## config.mk

```make
export PLATFORM = sky130hd
export DESIGN_NAME = if_fetch_unit
export DESIGN_NICKNAME = d
export VERILOG_FILES = /design/src/rtl/fetch_pkg.sv /design/src/rtl/if_fetch_unit.sv
export SDC_FILE = /design/constraint.sdc
export NUM_CORES = 1
export LEC_CHECK = 0
export CAP_MARGIN = 20
export CORE_ASPECT_RATIO = 0.75
export CORE_MARGIN = 2
export CORE_UTILIZATION = 40
export CTS_CLUSTER_SIZE = 30
export DETAILED_ROUTE_END_ITERATION = 10
export PLACE_DENSITY = 0.67
export SYNTH_ARGS = -nofsm -noshare
export SYNTH_HDL_FRONTEND = slang
export SYNTH_SLANG_ARGS = --single-unit
```

## constraint.sdc

```tcl
create_clock -name clk -period 2.5 [get_ports clk]
set_clock_uncertainty 0.15 [all_clocks]
set_input_delay 0.5 -clock clk [delete_from_list [all_inputs] [get_ports clk]]
set_output_delay 0.5 -clock clk [all_outputs]
set_load 0.01 [all_outputs]
```

## src/rtl/fetch_pkg.sv

```systemverilog
`default_nettype none
// ============================================================================
// Module   : fetch_pkg
// Brief    : Shared types and default widths for the instruction-fetch stage.
// Revision : 1.0
// ============================================================================
package fetch_pkg;

  localparam int unsigned c_ADDR_W = 32;
  localparam int unsigned c_INST_W = 32;
  localparam logic [c_ADDR_W-1:0] c_RESET_PC = '0;

  typedef enum logic [1:0] {
    S_REQ   = 2'd0,
    S_WAIT  = 2'd1,
    S_HOLD  = 2'd2,
    S_DRAIN = 2'd3
  } fetch_state_e;

endpackage
`default_nettype wire

```

## src/rtl/if_fetch_unit.sv

```systemverilog
`default_nettype none
// ============================================================================
// Module   : if_fetch_unit
// Brief    : Single-outstanding instruction fetch feeding the IF/ID buffer.
// Revision : 1.0
// ============================================================================
module if_fetch_unit
  import fetch_pkg::*;
#(
  parameter int unsigned ADDR_W   = c_ADDR_W,
  parameter int unsigned INST_W   = c_INST_W,
  parameter int unsigned PC_STEP  = 1,
  parameter logic [ADDR_W-1:0] RESET_PC = ADDR_W'(c_RESET_PC)
) (
  input  logic              clk,
  input  logic              rst_n,
  output logic              imem_req_valid,
  input  logic              imem_req_ready,
  output logic [ADDR_W-1:0] imem_req_addr,
  input  logic              imem_rsp_valid,
  input  logic [INST_W-1:0] imem_rsp_data,
  input  logic              redirect_valid,
  input  logic [ADDR_W-1:0] redirect_pc,
  input  logic              stall,
  output logic              out_valid,
  output logic [ADDR_W-1:0] out_pc,
  output logic [INST_W-1:0] out_inst
);

  fetch_state_e      r_state;
  logic [ADDR_W-1:0] r_fetch_pc;
  logic [ADDR_W-1:0] r_req_pc;
  logic [INST_W-1:0] r_hold_inst;
  logic              r_out_valid;
  logic [ADDR_W-1:0] r_out_pc;
  logic [INST_W-1:0] r_out_inst;
  logic              w_req_fire;

  assign imem_req_valid = (r_state == S_REQ);
  assign imem_req_addr  = r_fetch_pc;
  assign w_req_fire     = imem_req_valid && imem_req_ready;

  assign out_valid = r_out_valid;
  assign out_pc    = r_out_pc;
  assign out_inst  = r_out_inst;

  always_ff @(posedge clk or negedge rst_n) begin
    if (!rst_n) begin
      r_state     <= S_REQ;
      r_fetch_pc  <= RESET_PC;
      r_req_pc    <= '0;
      r_hold_inst <= '0;
      r_out_valid <= 1'b0;
      r_out_pc    <= '0;
      r_out_inst  <= '0;
    end else if (redirect_valid) begin
      // A redirect kills whatever is in flight; a request accepted this same
      // cycle still owes a response, so it must be drained before refetching.
      r_fetch_pc  <= redirect_pc;
      r_out_valid <= 1'b0;
      case (r_state)
        S_REQ:   r_state <= w_req_fire ? S_DRAIN : S_REQ;
        S_WAIT:  r_state <= imem_rsp_valid ? S_REQ : S_DRAIN;
        S_HOLD:  r_state <= S_REQ;
        S_DRAIN: r_state <= imem_rsp_valid ? S_REQ : S_DRAIN;
        default: r_state <= S_REQ;
      endcase
    end else begin
      if (!stall) begin
        r_out_valid <= 1'b0;
      end
      case (r_state)
        S_REQ: begin
          if (w_req_fire) begin
            r_req_pc   <= r_fetch_pc;
            r_fetch_pc <= r_fetch_pc + ADDR_W'(PC_STEP);
            r_state    <= S_WAIT;
          end
        end
        S_WAIT: begin
          if (imem_rsp_valid) begin
            if (!stall) begin
              r_out_valid <= 1'b1;
              r_out_pc    <= r_req_pc;
              r_out_inst  <= imem_rsp_data;
              r_state     <= S_REQ;
            end else begin
              r_hold_inst <= imem_rsp_data;
              r_state     <= S_HOLD;
            end
          end
        end
        S_HOLD: begin
          if (!stall) begin
            r_out_valid <= 1'b1;
            r_out_pc    <= r_req_pc;
            r_out_inst  <= r_hold_inst;
            r_state     <= S_REQ;
          end
        end
        S_DRAIN: begin
          if (imem_rsp_valid) begin
            r_state <= S_REQ;
          end
        end
        default: r_state <= S_REQ;
      endcase
    end
  end

endmodule
`default_nettype wire

```

==> reports/qor.yml <==
crit_fanout: 7
clkLatencyLatePin_ns: 0.42
worstPathArrival_ns: 1.76
worstMarginPinSlew_ns: 0.451
synth_nets: 651
p_leak_uw: 0.00416
ys_seq_elements: 163
yosysTopAreaCellShare: 0.578
syn_to_final_growth_pct: 38.6
yosysSeqAreaShare: 0.578
min_period_ns: 2.41
synth_top_family_by_area: "multiplexers"
hold_viol_final: 0
antenna_found_initial: 0
ys_async_sr_fraction: 1.00
period_share: 0.965
core_um2: 17400
grt_max_degree: 65
setup_viol: 0
ys_types: 40
wirelength_um: 17200
synth_xor_area_frac: 0.0347
path_class: "reg2out"
grt_util_met2: 0.293
cp.required_ns: 1.85
grt_use_met3: 0.0582
placementRows: 42
post_cts_buffers: 0
synth_common_cells: "dfrtp_1, mux2_2, nand2_1"
synth-adder-area-share: 0.0106
synthFlopType: "dfrtp_1"
grt_pass1_vias: 5221
min_path_type: "in2reg"
vias: 5024
power_density_nw_per_um2: 1090
relSlewSlack: 0.700
die_area_um2: 18700
synth.most_common_cell: "dfrtp_1"
cts.clk_slew.worst_paths_ns: 0.06
grt.met1_usage: 0.254
first_pass_iters: 4
syn_area_um2: 7060
ir_drop_mv: 0.602
portBuffers: 167
fin_cells: 1010
grt.overflow.total: 0
fmax_mhz: 414
muxShareOfSynthArea: 0.203
syn_avg_cell_area_um2: 12.3
clk_path_buf_depth: 2
ys_warn_count: 0
synth_compound_area_frac: 0.0560
grt_first_pass_wirelength_um: 27300
vias_per_cell: 4.97
syn_inst: 575
synth.largest_area_cell: "dfrtp_1"
critPathCaptureType: "output port"
synth_edf_count: 0
die_w_um: 157
tns_ns: 0
setup.worst_path.start_class: "flop"
io_pins: 168
top_usage_layer: "met2"
hpwlAfterDp_um: 12400
numCtsBuffers: 17
yosys.area_share.simple: 0.0973
maxSlewViolCount: 0
rsz0062_at_grt: "false"
drt.antenna.violating_nets: 0
dp_cells: 977
ctsRootBufferMaster: "clkbuf_16"
grt_usage: 0.188
outcome: "completed"
start_util: 0.405
die_h_um: 119
synthTopCellsByArea: "dfrtp_1, mux2_2, mux2i_1"
drc: 0
gp_congestion: 0.752
htreeDepth: 4
drive_above_1_share: 0.207
cts_tree: "built"
cts_sinks: 163
first_iter_violations: 204
wl_per_cell_um: 17.0
maxCapViolCount: 0
layout.nets: 831
power breakdown:
group	switching [uW]	internal, uW
clock	1030	1570
sequential	620	3700
combinational	1550	2150
total	3190	7420
final timing paths:
kind | startpoint | end | slack (ns) | cells past startpoint
worst max-delay path | r_state[0] | imem_req_valid | 0.09 | 3
worst min-delay path | redirect_valid | out_valid | 0.15 | 2
worst max register to register | r_state[0] | imem_req_addr[28] | 0.30 | 8
worst min register to register | out_inst[20] | out_inst[20] | 0.34 | 2
max in group asynchronous | rst_n | r_hold_inst[15] | 1.08 | 3
min in group asynchronous | rst_n | out_pc[14] | 0.44 | 2
cells by family after synthesis:
group                    after synthesis
buffers and inverters                 36
adder cells (fa/ha/maj)                6
multiplexers                         131
flip-flops                           163
AO/OA/AOI/OAI                         75
AND/OR/NAND/NOR                      136
XOR/XNOR                              28
registers in the layout (all words and copies together) (netlist names):
signal         cells
imem_req_addr     32
out_inst          32
out_pc            32
r_hold_inst       32
r_req_pc          32
r_state            2
out_valid          1
metrics by stage:
| step | hold WS (ns) | setup WS, ns | power, uW | cell area (um^2) | utilization |
|---|---|---|---|---|---|
| floorplan | 0.0544 | 0.263 | 6160 | 7060 | - |
| global placement | 0.302 | 0.0861 | 7870 | 9170 | 0.525 |
| detailed placement | 0.316 | 0.0403 | 8090 | 9170 | 0.525 |
| CTS | 0.129 | 0.00637 | 10700 | 9770 | 0.560 |
| global route | 0.139 | 0.00477 | 11300 | 9780 | 0.561 |
| finish | 0.148 | 0.0865 | 10600 | 9780 | 0.561 |
placed cells by master, fill, tap and decap left out, drive strengths merged, types with 14 or more instances in the layout:
cell	Yosys	layout
clkdlybuf4s50	0	165
dfrtp	163	163
xor2	20	20
nand2	74	74
buf	8	24
o21ai	65	65
clkbuf	21	23
mux2i	36	36
mux2	95	95
nand4	14	14
area by class of cell:
cell class                      instances  area, um^2
Inverter                                7        26.3
Timing Repair Buffer                  190        1920
Antenna cell                            1        2.50
Fill cell                            1472        7660
Sequential cell                       163        4080
Multi-Input combinational cell        376        2860
Clock buffer                           23         488
Clock inverter                          8         101
Tap cell                              242         303
layer usage:
layer | part of all wire | wire length [um]
met4 | 0.0059 | 102
met1 | 0.47 | 8110
met3 | 0.059 | 1020
met2 | 0.46 | 7970
met5 | 0 | 0
worst max-delay path: stages (launching register included):
cell,delay [ns]
dfrtp_1,0.40
inv_1,0.18
ha_4,0.21
clkdlybuf4s50_1,0.56
repair_timing:
item,4_1_cts,5_1_grt
hold buffers,1,0
cloned,0,0
endpoints found under the setup margin,1,1
hold endpoints to repair,40,0
gates resized for setup,1,1
Note: power is estimated with default switching activity, not from simulation.
